### src/rtl/cpu5_mcalu.sv
// Multi-cycle EX-stage unit: bitwise/add/sub/slt, iterative shifts and shift-add multiply.
// Optional macro CPU5_MCALU_EARLY_EXIT_EN: MUL stops once the remaining multiplier is zero.
module cpu5_mcalu #(
    parameter int unsigned XLEN = 32,
    parameter int unsigned SHW  = 5
) (
    input  logic            clk,
    input  logic            reset,
    input  logic            in_valid,
    output logic            in_ready,
    input  logic [2:0]      alucontrol,
    input  logic [XLEN-1:0] src_a,
    input  logic [XLEN-1:0] src_b,
    input  logic            flush,
    output logic            out_valid,
    input  logic            out_ready,
    output logic [XLEN-1:0] result,
    output logic            busy
);

    localparam int unsigned CNTW = SHW + 1;

    localparam logic [2:0] OP_AND = 3'b000;
    localparam logic [2:0] OP_OR  = 3'b001;
    localparam logic [2:0] OP_ADD = 3'b010;
    localparam logic [2:0] OP_SLL = 3'b011;
    localparam logic [2:0] OP_SRL = 3'b100;
    localparam logic [2:0] OP_MUL = 3'b101;
    localparam logic [2:0] OP_SUB = 3'b110;
    localparam logic [2:0] OP_SLT = 3'b111;

    typedef enum logic [1:0] {
        S_IDLE = 2'd0,
        S_RUN  = 2'd1,
        S_DONE = 2'd2
    } state_e;

    state_e            state_q, state_d;
    logic [2:0]        op_q, op_d;
    logic [XLEN-1:0]   work_q, work_d;
    logic [XLEN-1:0]   mplr_q, mplr_d;
    logic [XLEN-1:0]   acc_q, acc_d;
    logic [XLEN-1:0]   result_q, result_d;
    logic [CNTW-1:0]   cnt_q, cnt_d;
    logic              in_ready_q, in_ready_d;
    logic              out_valid_q, out_valid_d;
    logic              busy_q, busy_d;

    logic [XLEN-1:0]   single_res_c;
    logic [SHW-1:0]    shamt_c;
    logic [XLEN-1:0]   step_work_c;
    logic [XLEN-1:0]   step_mplr_c;
    logic [XLEN-1:0]   step_acc_c;
    logic              last_iter_c;

    assign shamt_c = src_b[SHW-1:0];

    // One-cycle operations evaluated straight from the input operands.
    always_comb begin
        single_res_c = '0;
        case (alucontrol)
            OP_AND:  single_res_c = src_a & src_b;
            OP_OR:   single_res_c = src_a | src_b;
            OP_ADD:  single_res_c = src_a + src_b;
            OP_SUB:  single_res_c = src_a - src_b;
            OP_SLT:  single_res_c = XLEN'($signed(src_a) < $signed(src_b));
            default: single_res_c = '0;
        endcase
    end

    // One iteration of the running op; the counter holds iterations still to do.
    always_comb begin
        step_work_c = work_q;
        step_mplr_c = mplr_q;
        step_acc_c  = acc_q;
        last_iter_c = (cnt_q == CNTW'(1));
        case (op_q)
            OP_MUL: begin
                step_acc_c  = acc_q + (mplr_q[0] ? work_q : '0);
                step_work_c = work_q << 1;
                step_mplr_c = mplr_q >> 1;
`ifdef CPU5_MCALU_EARLY_EXIT_EN
                if (step_mplr_c == '0) begin
                    last_iter_c = 1'b1;
                end
`endif
            end
            OP_SLL:  step_work_c = work_q << 1;
            default: step_work_c = work_q >> 1;
        endcase
    end

    // Next-state and registered-output logic.
    always_comb begin
        state_d  = state_q;
        op_d     = op_q;
        work_d   = work_q;
        mplr_d   = mplr_q;
        acc_d    = acc_q;
        result_d = result_q;
        cnt_d    = cnt_q;

        case (state_q)
            S_IDLE: begin
                if (in_valid && !flush) begin
                    op_d = alucontrol;
                    case (alucontrol)
                        OP_SLL, OP_SRL: begin
                            if (shamt_c == '0) begin
                                result_d = src_a;
                                state_d  = S_DONE;
                            end else begin
                                work_d  = src_a;
                                cnt_d   = CNTW'(shamt_c);
                                state_d = S_RUN;
                            end
                        end
                        OP_MUL: begin
                            work_d  = src_a;
                            mplr_d  = src_b;
                            acc_d   = '0;
                            cnt_d   = CNTW'(XLEN);
                            state_d = S_RUN;
`ifdef CPU5_MCALU_EARLY_EXIT_EN
                            if (src_b == '0) begin
                                result_d = '0;
                                state_d  = S_DONE;
                            end
`endif
                        end
                        default: begin
                            result_d = single_res_c;
                            state_d  = S_DONE;
                        end
                    endcase
                end
            end
            S_RUN: begin
                work_d = step_work_c;
                mplr_d = step_mplr_c;
                acc_d  = step_acc_c;
                cnt_d  = cnt_q - CNTW'(1);
                if (last_iter_c) begin
                    result_d = (op_q == OP_MUL) ? step_acc_c : step_work_c;
                    state_d  = S_DONE;
                end
            end
            S_DONE: begin
                if (out_ready) begin
                    state_d = S_IDLE;
                end
            end
            default: state_d = S_IDLE;
        endcase

        // Abort overrides everything, including a pending handshake.
        if (flush) begin
            state_d = S_IDLE;
        end

        in_ready_d  = (state_d == S_IDLE);
        out_valid_d = (state_d == S_DONE);
        busy_d      = (state_d == S_RUN);
    end

    always_ff @(posedge clk or posedge reset) begin
        if (reset) begin
            state_q     <= S_IDLE;
            op_q        <= '0;
            work_q      <= '0;
            mplr_q      <= '0;
            acc_q       <= '0;
            result_q    <= '0;
            cnt_q       <= '0;
            in_ready_q  <= 1'b1;
            out_valid_q <= 1'b0;
            busy_q      <= 1'b0;
        end else begin
            state_q     <= state_d;
            op_q        <= op_d;
            work_q      <= work_d;
            mplr_q      <= mplr_d;
            acc_q       <= acc_d;
            result_q    <= result_d;
            cnt_q       <= cnt_d;
            in_ready_q  <= in_ready_d;
            out_valid_q <= out_valid_d;
            busy_q      <= busy_d;
        end
    end

    assign in_ready  = in_ready_q;
    assign out_valid = out_valid_q;
    assign busy      = busy_q;
    assign result    = result_q;

endmodule

### config.mk
export PLATFORM = sky130hd
export DESIGN_NAME = cpu5_mcalu
export DESIGN_NICKNAME = d
export VERILOG_FILES = /design/src/rtl/cpu5_mcalu.sv
export SDC_FILE = /design/constraint.sdc
export NUM_CORES = 1
export LEC_CHECK = 0
export ABC_AREA = 0
export ABC_CLOCK_PERIOD_IN_PS = 11750
export BUFFER_PORTS_ARGS = -buffer_cell sky130_fd_sc_hd__buf_2
export CAP_MARGIN = 20
export CORE_MARGIN = 3
export CORE_UTILIZATION = 45
export CTS_CLUSTER_SIZE = 14
export DETAILED_ROUTE_END_ITERATION = 16
export GPL_TIMING_DRIVEN = 0
export SYNTH_ARGS = -nofsm -noshare
export SYNTH_HDL_FRONTEND = slang
export SYNTH_SLANG_ARGS = --single-unit
### constraint.sdc
create_clock -name clk -period 11.75 [get_ports clk]
set_input_delay 2.35 -clock clk [delete_from_list [all_inputs] [get_ports clk]]
set_output_delay 2.35 -clock clk [all_outputs]
set_load 0.02 [all_outputs]
## Word-level counts from Yosys, hierarchy flattened

Index checks and enable logic that the tools add are counted.

- Bits in registers: 142
- Bits in latches: 0
- Memory bits (writable): 0
- ROM bits: 0
- Input port bits: 72
- Output and inout bits: 35
- Logic and storage cells: 85
- Memories kept: 0

- $add $sub $neg: 4
- Multiply operators: 0
- Div/mod/pow operators: 0
- Magnitude comparators: 1
- Eq/ne operators: 22
- Shifts and indexed selects: 0
- Mux-type cells: 32
- Bitwise gates (word level): 2
- Reduce and logical (&&, ||, !) cells: 14

Operator list:

| kind | number |
|---|---|
| 2-to-1 mux 32 bit | 14 |
| one-hot mux 32 bit (2 select lines) | 6 |
| one-hot mux 32 bit (5 select lines) | 1 |
| adder 32 bit | 2 |
| AND 32 bit | 1 |
| less-than comparator 32 bit | 1 |
| OR 32 bit | 1 |
| subtractor 32 bit | 1 |
| one-hot mux 6 bit (2 select lines) | 2 |
| equality test 3 bit, second input constant | 5 |
| 2-to-1 mux 6 bit | 2 |
| 2-to-1 mux 2 bit | 5 |
| equality test 3 x 2 -> 1 bit, second input constant | 3 |
| inequality test 2 bit, second input constant | 4 |
| AND reduction 4 bit | 2 |
| equality test 6 x 1 -> 1 bit, second input constant | 1 |
| inequality test 3 bit, second input constant | 2 |
| one-hot mux 2 bit (3 select lines) | 1 |
| subtractor 6 x 1 -> 6 bit, second input constant | 1 |
| logical NOT 5 bit | 1 |
| AND reduction 5 bit | 1 |
| equality test 2 x 1 -> 1 bit, second input constant | 2 |
| equality test 2 bit, second input constant | 2 |
| logical NOT 2 bit | 2 |
| other kinds (11) | 12 |

## Depth between registers and ports, before layout

Gate-level depths: netlist of the first run.

- Word-level depth: 7
- Gate-level depth with buffers: 15
- Gate-level depth less buffers: 14

## Worst setup path before layout of the first run

Ideal clock, no wire load.

- Kind: input to register
- Start point: input src_a[0]
- End point: register result_q[24] (netlist: result[24])
- Library setup time: 141 ps
- Data arrival time: 5042 ps
- Data required time: 11609 ps
- Slack: 6567 ps
- Stages on the path: 14
- Buffers on the path: 0
- Cells stage by stage: inv_1 ha_1 fa_1 o21bai_2 a21oi_2 o311ai_2 a311oi_1 or4_1 nand3_2 a31oi_1 a2111oi_0 a31oi_1 a211oi_1 a31oi_1

- Longest elaborated chain between the ends: 5
- Elaborated cells between the ends (all ways): 6
- Those cells by class: add/sub: 2; mux: 4

Ends and longest elaborated chain:

| what | line | text |
|---|---|---|
| start: declaration | 12 | `input logic [XLEN-1:0] src_a,` |
| subtractor 32 bit / adder 32 bit (equally long branches) | 65, 64 |  |
| one-hot mux 32 bit (5 select lines) (*) | 61 | `case (alucontrol)` |
| one-hot mux 32 bit (2 select lines) (*) | 107 | `case (alucontrol)` |
| 2-to-1 mux 32 bit (*) | 105 | `if (in_valid && !flush) begin` |
| one-hot mux 32 bit (2 select lines) (*) | 103 | `case (state_q)` |
| end signal: assignment | 184 | `result_q <= result_d;` |
| end: declaration | 43 | `logic [XLEN-1:0] result_q, result_d;` |

Every way passes the cells marked *; elsewhere a longest branch is shown, timed or not. The select of a mux whose other input is x is not followed.
A chain may end at the register's enable or synchronous reset.

## Final worst setup path of the first run

- Start point: input src_a[0]
- End point: register result_q[16] (netlist: result[16])

Same word-level chain as after synthesis.

==> results of run 1 <==
[through the flow]
stage          total power, mW  worst slack (ps)  instance area (µm²)  hold WS [ps]
2_1_floorplan            1.320              5592                13370         450.2
3_3_place_gp             1.611              3562                14370         463.8
3_5_place_dp             1.624              5794                14410         466.6
4_1_cts                  2.212              6261                15010         481.2
5_1_grt                  2.346              5997                15010         503.0
6_report                 2.222              6129                15010         478.4
[how the worst max path moves through the flow]
stage               slack, ps  startpoint    endpoint
floorplan                5590       reset    acc_q[0]
global placement         3560       reset  mplr_q[26]
detailed placement       5790    src_a[0]  result[24]
CTS                      6260    src_a[0]  result[24]
global route             6000    src_a[9]  result[29]
finish                   6130    src_a[0]  result[16]
[where the power goes]
part | switching [mW] | internal [mW] | total [mW] | leakage, nW
registers | 0.124 | 0.621 | 0.745 | 1.77
logic | 0.574 | 0.320 | 0.894 | 5.10
clock network | 0.255 | 0.329 | 0.583 | 0.302
total | 0.952 | 1.27 | 2.22 | 7.17
[cell usage after synthesis, types with 7 or more instances]
cell type | n | area share
o21a_1 | 12 | 0.0067
nand4_1 | 14 | 0.0065
nor2_1 | 201 | 0.056
clkbuf_1 | 105 | 0.029
a221oi_1 | 22 | 0.014
o22ai_1 | 8 | 0.0037
nand2_1 | 181 | 0.051
mux2i_1 | 28 | 0.021
or3_1 | 10 | 0.0047
nand3_1 | 25 | 0.0094
a221o_1 | 11 | 0.0082
o221ai_1 | 19 | 0.012
a31oi_1 | 30 | 0.014
a211oi_1 | 42 | 0.024
o211ai_1 | 13 | 0.0073
a22o_1 | 20 | 0.013
xor2_1 | 9 | 0.0059
o21ai_0 | 112 | 0.042
dfrtp_1 | 141 | 0.26
nor2b_1 | 9 | 0.0042
o21bai_1 | 12 | 0.0067
a222oi_1 | 8 | 0.0060
a21o_1 | 42 | 0.024
and2_1 | 38 | 0.018
or2_2 | 8 | 0.0037
ha_1 | 132 | 0.12
o2111ai_1 | 7 | 0.0046
a41oi_1 | 7 | 0.0046
nand2b_1 | 13 | 0.0061
xnor2_1 | 27 | 0.018
nor4_1 | 8 | 0.0037
inv_1 | 109 | 0.031
nor3_1 | 18 | 0.0067
a21oi_1 | 161 | 0.060
and3_1 | 11 | 0.0051
[sequential cells by signal, summed over array words and instances (netlist names)]
name,count
state_q,2
op_q,3
out_valid,1
in_ready,1
result,32
mplr_q,32
cnt_q,6
acc_q,32
busy,1
work_q,32
[layout make-up]
| cell class | instances | area (µm²) | share of cell area |
|---|---|---|---|
| clock buffers | 19 | 452.9 | 0.03017 |
| inverters | 109 | 414.1 | 0.02759 |
| multi-input cells | 1365 | 8941 | 0.5956 |
| flip-flops and latches | 142 | 3555 | 0.2368 |
| repair buffers | 105 | 548.0 | 0.03651 |
| well taps | 384 | 480.5 | 0.03201 |
| clock inverters | 13 | 153.9 | 0.01025 |
| plain buffers | 118 | 466.7 | 0.03109 |
[layer usage]
layer	up-vias	GRT usage	wire length [µm]
li1	6507	-	-
met1	6857	0.4639	23400
met5	-	0	0
met2	694	0.5096	23370
met3	132	0.05279	4449
met4	0	0.1490	2615
[logic make-up (layout without fill, tap and decap cells)]
group / count (synthesis) / in the layout / share of synthesized area
fa+ha+maj: 135 / 135 / 0.1280
flops: 142 / 142 / 0.2658
simple gates: 560 / 560 / 0.1896
buf+inv: 227 / 364 / 0.06550
mux: 34 / 34 / 0.02601
xor+xnor: 36 / 36 / 0.02358
compound gates: 600 / 600 / 0.3015
[worst max-delay path, stage by stage]
cell and delay [ps]:
buf_2 130, inv_1 90, ha_1 230, fa_1 420, o21bai_2 150, a21oi_2 100
o311ai_2 330, a311oi_1 220, o41ai_1 480, o221ai_1 340, a221oi_1 360, o221ai_1 230
a221oi_1 400, a21oi_1 110
==> out/results.ini, run 1 <==
[die]
die_x_um = 178.4
rows = 62
start_util = 0.4609
die_area_um2 = 31820
fp.coreArea_um2 = 29010
die_y_um = 178.4
io_pins = 107

[synth]
yosys_warnings = 0
ys_types = 84
synthCells = 1734
synth_nets = 1941
synth_edf_count = 0
ys_async_sr_fraction = 1.000
ys.flop_type = dfrtp_1
seq_area_frac_synth = 0.2658
synth_area_um2 = 13370
synth_seq_cells = 142
syn_area_per_cell_um2 = 7.711

[pwr]
power_density_nw_per_um2 = 148.0
vdd_drop_max_uv = 111.4
p_leak_nw = 7.168

[flow_run]
maxCapViolCount = 0

[timing]
grt_setup_unrepaired = false
finalSetupViolCount = 0
slew_headroom = 0.3038
clock.fmax_ghz = 0.1779
min_period_over_period = 0.4784
drv_slew = 0
tightest_slew_ps = 1033
post-route-min-period_ps = 5621
final_hold_viol_count = 0
fin_setup_tns_ps = 0
skew_ps = 11.94

[cts]
cts-root-buf = clkbuf_16
htreeDepth = 4
numCtsBuffers = 17
path_clk_slew_ps = 70
post_cts_buffers = 0
cts_tree = built
clk_latency_ps = 470
cts-resized-gates = 0
clock_sinks = 142
cts_hold_repair.buffers = 0
clockBufferDepth = 2

[worst_setup_path]
r2r.worst_path.cells = 14
cp-start-kind = primary input
cp.arrival_ps = 5950
endpoint_kind = flop
path_class = primary input to flop
r2r-start = mplr_q[0]
critPathMaxFanout = 4
crit_required_ps = 12080
rr_endpoint = result[31]
reg2reg_slack_ps = 7400

[global_routing]
grt_pass1_wl_mm = 79.68
antenna_found_initial = 0
grt_usage = 0.3335
grt_overflow = 0
grt_start_max_net_pins = 85
grt_pass1_vias = 13340

[route]
routed_wl_mm = 53.84
routed_via_density = 6.293
num_vias = 14190
drc_errors = 0
drt_pass1_iterations = 6
drt_iter0_markers = 1604
antenna_left = 0
avgRoutedWirePerCell_um = 23.87

[layout]
synthToLayoutAreaGrowth_pct = 12.27
stdcell_count = 2255
antenna_cells = 0
final_cell_mix = nor2_1, nand2_1, a21oi_1
drive_above_1_share = 0.09674
fin_nets = 2065
fin_util = 0.5174
mostFrequentLayoutCell = nor2_1
nFillCells = 2919

[hold_path]
worstHoldPathType = flop to flop
min_path_cells = 2
hp-start = result[14]
hold_end = result[14]

[placed_design]
portBuffers = 104
gp_congestion = 0.9858
dpl.cell_count = 2223
hpwl_mm = 41.92

[run_status]
outcome = complete, no violations

No activity file was read; power rests on OpenSTA's default activity.
==> run 2: changes to the inputs <==
ABC_AREA = 1   (was 0)
ABC_CLOCK_PERIOD_IN_PS = 5500   (was 11750)
clock period = 5.5 ns   (was 11.75 ns; I/O delays follow)
==> run 2 against run 1 <==
Net effect:
- combinational power grew to 3.2 times the previous value
- clock power increased by 100%
- sequential power grew 120%
- critical path type unchanged
- critical endpoint is now result[26]
==> out/results.ini, run 2 <==
[route]
avgRoutedWirePerCell_um = 21.07
routed_wl_mm = 64.61
drc_errors = 0
drt_iter0_markers = 1728
drt_pass1_iterations = 6
num_vias = 17250
routed_via_density = 5.626
antenna_left = 0

[timing]
clock.fmax_ghz = 0.2912
grt_setup_unrepaired = false
finalSetupViolCount = 0
drv_slew = 0
post-route-min-period_ps = 3434
min_period_over_period = 0.6244
slew_headroom = 0.4169
skew_ps = 10.43
tightest_slew_ps = 874.6
final_hold_viol_count = 0
timing.hold.ws_ps = 484.9

[synth]
ys.flop_type = dfrtp_1
syn_area_per_cell_um2 = 6.146
synth_seq_cells = 142
ys_types = 55
synth_most_common_cell = nand2_1
ys_top_cells_by_count = nand2_1, inv_1, nor2_1
yosys_warnings = 0
synth_edf_count = 0
ys_top_cells_by_area = dfrtp_1, nand2_1, ha_1, inv_1, a21oi_1
synth_top_area_share = 0.2312
ys_async_sr_fraction = 1.000
seq_area_frac_synth = 0.2329
synth.largest_area_cell = dfrtp_1
synth_nets = 2690
synthCells = 2483
synth_area_um2 = 15260

[worst_setup_path]
path_class = primary input to flop
critical_path.max_stage_delay_ps = 520
r2r-start = mplr_q[0]
path_cells = buf_2 -> inv_1 -> ha_1 -> nand2_1 -> nor2_1 -> inv_1 -> nor3_1 -> nand3_1 -> nand3_1 -> nand3_1 -> nand3_1 -> nand2_1 -> a21oi_1
slowest_stage = nor3_1
path_common_cell = nand3_1
cp-start-kind = primary input
cp.arrival_ps = 3800
critPathMaxFanout = 7
worstSetupStartpoint = src_a[19]
r2r.worst_path.cells = 17
crit_required_ps = 5860
endpoint_kind = flop

[die]
io_pins = 107
rows = 66
fp.coreArea_um2 = 32950
die_y_um = 190.1
start_util = 0.4631
die_x_um = 190.1
die_area_um2 = 36160

[layout]
synthToLayoutAreaGrowth_pct = 11.17
final_cell_mix = nand2_1, inv_1, nor2_1
stdcell_count = 3066
fin_area_um2 = 16960
fin_nets = 2816
mostFrequentLayoutCell = nand2_1
drive_above_1_share = 0.09458

[placed_design]
portBuffers = 106
post_dp_cell_area_um2 = 16380
gp_congestion = 0.9774
hpwl_mm = 53.36
dpl.cell_count = 3032

[cts]
cts_tree = built
path_clk_slew_ps = 70
htreeDepth = 4
clk_latency_ps = 440
cts-root-buf = clkbuf_16
clock_sinks = 142
cts_hold_repair.buffers = 0
cts-resized-gates = 0
clockBufferDepth = 2
post_cts_buffers = 0
numCtsBuffers = 17

[hold_path]
min_path_cells = 2
worstHoldPathType = flop to flop
hp-start = mplr_q[3]

[global_routing]
grt_start_max_net_pins = 95
grt_overflow = 0
antenna_found_initial = 2
grt_pass1_wl_mm = 97.01
grt_pass1_vias = 16790
grt_usage = 0.3523

[pwr]
power_mw = 5.697
power_density_nw_per_um2 = 335.9
vdd_drop_max_uv = 197.0
p_leak_nw = 9.131

[run_status]
outcome = complete, no violations

[flow_run]
maxCapViolCount = 0

run 2: changes by cell type after synthesis, sizes merged, moves of 37 or more:
cell and change:
inv +305, a211oi -40, nand3 +131, a21oi +40
buf +47, a21o -39, o21ai +71, clkbuf -74
nand2 +491, and2 -37
run 2: critical path, delay by kind of cell:
kind,cells,cell delay [ps]
buffers and inverters,3,340
AO/OA/AOI/OAI,1,120
AND/OR/NAND/NOR,8,1780
adder cells (fa/ha/maj),1,460
run 2: power breakdown:
| group | switching (mW) | internal [mW] | leakage (nW) |
|---|---|---|---|
| registers | 0.258 | 1.39 | 1.70 |
| clock network | 0.492 | 0.680 | 0.276 |
| logic | 1.96 | 0.911 | 7.16 |
| total | 2.71 | 2.98 | 9.13 |
run 2: final cells by class:
class	count	area, µm²
well taps	442	553.0
diodes	2	5.005
inverters	414	1559
flip-flops and latches	142	3555
fillers	3478	15990
multi-input cells	1836	9676
plain buffers	91	475.5
clock inverters	13	140.1
repair buffers	107	558.0
clock buffers	19	442.9
run 2: logic make-up (layout without fill, tap and decap cells):
logic type      after synthesis  in the layout  synth area share
xor+xnor                      8              8          0.004592
other cells                   0              2                 0
simple gates               1150           1150            0.3127
compound gates              543            543            0.2046
fa+ha+maj                   135            135            0.1122
buf+inv                     505            644            0.1330
flops                       142            142            0.2329
run 2: final timing paths:
path	endpoint	slack (ps)
worst max-delay path	result[26]	2070
worst min-delay path	mplr_q[3]	480
worst max register to register	result[26]	2280
worst min register to register	mplr_q[3]	480
max in group asynchronous	work_q[15]	3940
min in group asynchronous	acc_q[4]	700
run 2: metal layers:
| metal | track usage | share of wire |
|---|---|---|
| met4 | 0.1468 | 0.043 |
| met1 | 0.4578 | 0.43 |
| met2 | 0.5926 | 0.46 |
| met3 | 0.04422 | 0.067 |
| met5 | 0 | 0 |
run 2: per-stage QoR:
| stage | util | setup WS [ps] | setup TNS (ps) |
|---|---|---|---|
| finish | 0.5148 | 2066 | 0 |
| global route | 0.5148 | 1957 | 0 |
| global placement | 0.4960 | -1215 | -168600 |
| CTS | 0.5147 | 2232 | 0 |
| floorplan | - | 592.1 | 0 |
| detailed placement | 0.4970 | 1781 | 0 |
==> run 3: changes to the inputs <==
ABC_AREA = 0   (was 1)
ABC_CLOCK_PERIOD_IN_PS = 3100   (was 5500)
PLACE_DENSITY = 0.65   (was not set)
clock period = 3.1 ns   (was 5.5 ns; I/O delays follow)
==> run 3 against run 2 <==
Net effect:
- the flow now finishes with violations (setup timing)
- critical path depth up 1
- hold slack worse by 180 ps
- cell count down 25%
- combinational power up 41%
- clock power up 78%
- flip-flop and latch count unchanged
- setup slack worse by 2600 ps
- routed wire length down 15%
- power up 58%
- largest power group unchanged
==> out/results.ini, run 3 (synthesis gave the netlist of run 1 again) <==
[pwr]
p_clk_frac = 0.232
p_leak_nw = 7.643
power_density_nw_per_um2 = 531.0
share_comb_of_total_power = 0.451
switching_share = 0.4306
p_sw_mw = 3.868
internal-power_mw = 5.116
seq_power_share = 0.318
vdd_drop_max_uv = 422.2

[global_routing]
grt_overflow = 0
grt_usage = 0.3366
antenna_found_initial = 0
grt_pass1_vias = 13940
grt_pass1_wl_mm = 81.66
grt_start_max_net_pins = 41

[cts]
path_clk_slew_ps = 70
cts_hold_repair.buffers = 0
clk_latency_ps = 450
clockBufferDepth = 2
htreeDepth = 4
cts-root-buf = clkbuf_16
cts_tree = built
clock_sinks = 142
numCtsBuffers = 17

[timing]
fin_setup_tns_ps = -6526
timing.hold.ws_ps = 300.6
slew_headroom = 0.3281
final_hold_viol_count = 0
post-route-min-period_ps = 3603
finalSetupViolCount = 33
grt_setup_unrepaired = true
min_period_over_period = 1.162
skew_ps = 11.65
clock.fmax_ghz = 0.2775
worst_slack_ps = -503.1
tightest_slew_ps = 1008
drv_slew = 0

[worst_setup_path]
crit_required_ps = 3430
cp-start-kind = flop
critPathMaxFanout = 7
cp.arrival_ps = 3930
r2r.worst_path.cells = 14
endpoint_kind = flop
reg2reg_slack_ps = -500
r2r-start = mplr_q[0]
rr_endpoint = result[31]
path_class = flop to flop

[die]
die_y_um = 178.4
start_util = 0.4609
fp.coreArea_um2 = 29010
die_x_um = 178.4
die_area_um2 = 31820
rows = 62
io_pins = 107

[layout]
final_cell_mix = nor2_1, nand2_1, a21oi_1
drive_above_1_share = 0.2319
fin_area_um2 = 16920
antenna_cells = 0
fin_nets = 2104
nFillCells = 2708
mostFrequentLayoutCell = nor2_1
synthToLayoutAreaGrowth_pct = 26.52

[route]
avgRoutedWirePerCell_um = 24.00
routed_wl_mm = 55.07
routed_via_density = 6.366
num_vias = 14600
antenna_left = 0
drc_errors = 0
drt_iter0_markers = 1500
drt_pass1_iterations = 9

[run_status]
failed_checks = setup timing
outcome = finished with violations

[flow_run]
maxCapViolCount = 0

[placed_design]
post_dp_cell_area_um2 = 14610
preCtsSetupSlack_ps = -1161
portBuffers = 104
gp_congestion = 0.9910
hpwl_mm = 41.56

[hold_path]
worstHoldPathType = primary input to asynchronous set/reset pin

-- run 3: worst max-delay path by stage --
stage,from,to,slack (ps)
finish,mplr_q[0],result[31],-500
global route,mplr_q[0],result[31],-550
CTS,mplr_q[0],result[31],-400
detailed placement,src_a[0],result[16],-1160
global placement,src_a[0],result[16],-1170
floorplan,src_a[0],result[24],-220
-- run 3: layout make-up --
type | instances | area (µm²) | share of cell area
plain buffers | 103 | 485.5 | 0.02870
clock buffers | 20 | 456.7 | 0.02700
clock inverters | 12 | 112.6 | 0.006656
inverters | 109 | 442.9 | 0.02618
multi-input cells | 1365 | 10310 | 0.6097
flip-flops and latches | 142 | 3556 | 0.2102
well taps | 384 | 480.5 | 0.02840
repair buffers | 159 | 1069 | 0.06316
-- run 3: power groups by stage --
stage	clock network (mW)	registers (mW)	logic, mW
final	2.08	2.85	4.05
after global routing	2.17	2.89	4.38
after CTS	2.10	2.81	3.69
after detailed placement	0	2.83	3.35
after global placement	0	2.83	3.30
after floorplan	0	2.83	2.22
-- run 3: timing repair --
| item | in CTS | in global routing |
|---|---|---|
| buffers inserted | 31 | 21 |
| pin swaps | 78 | 81 |
| gates cloned | 1 | 1 |
| setup endpoints to repair | 50 | 107 |
| resized for setup | 171 | 157 |
-- run 3: per-stage QoR --
stage / cells / util / total power, mW
after floorplan: 1734 / - / 5.047
after global placement: 2222 / 0.5013 / 6.121
after detailed placement: 2225 / 0.5034 / 6.180
after CTS: 2279 / 0.5574 / 8.593
after global routing: 2294 / 0.5831 / 9.446
final: 2294 / 0.5831 / 8.984
-- run 3: metal layers --
layer,share of wire,global-route usage,wire (µm)
met1,0.42,0.4567,23180
met2,0.44,0.5102,24130
met3,0.089,0.07003,4914
met4,0.052,0.1614,2839
met5,0,0,0
-- run 3: critical path, cell delays in order, from the launching register on --
cell and delay, ps:
dfrtp_2 520, buf_8 170, and2_4 160, ha_4 230, a21o_1 160, a21o_1 180, a221o_1 330, a22oi_2 330
nand3_2 160, a31oi_4 240, o21ai_2 80, a32oi_2 250, xnor2_1 180, o211ai_1 140, o32a_1 350
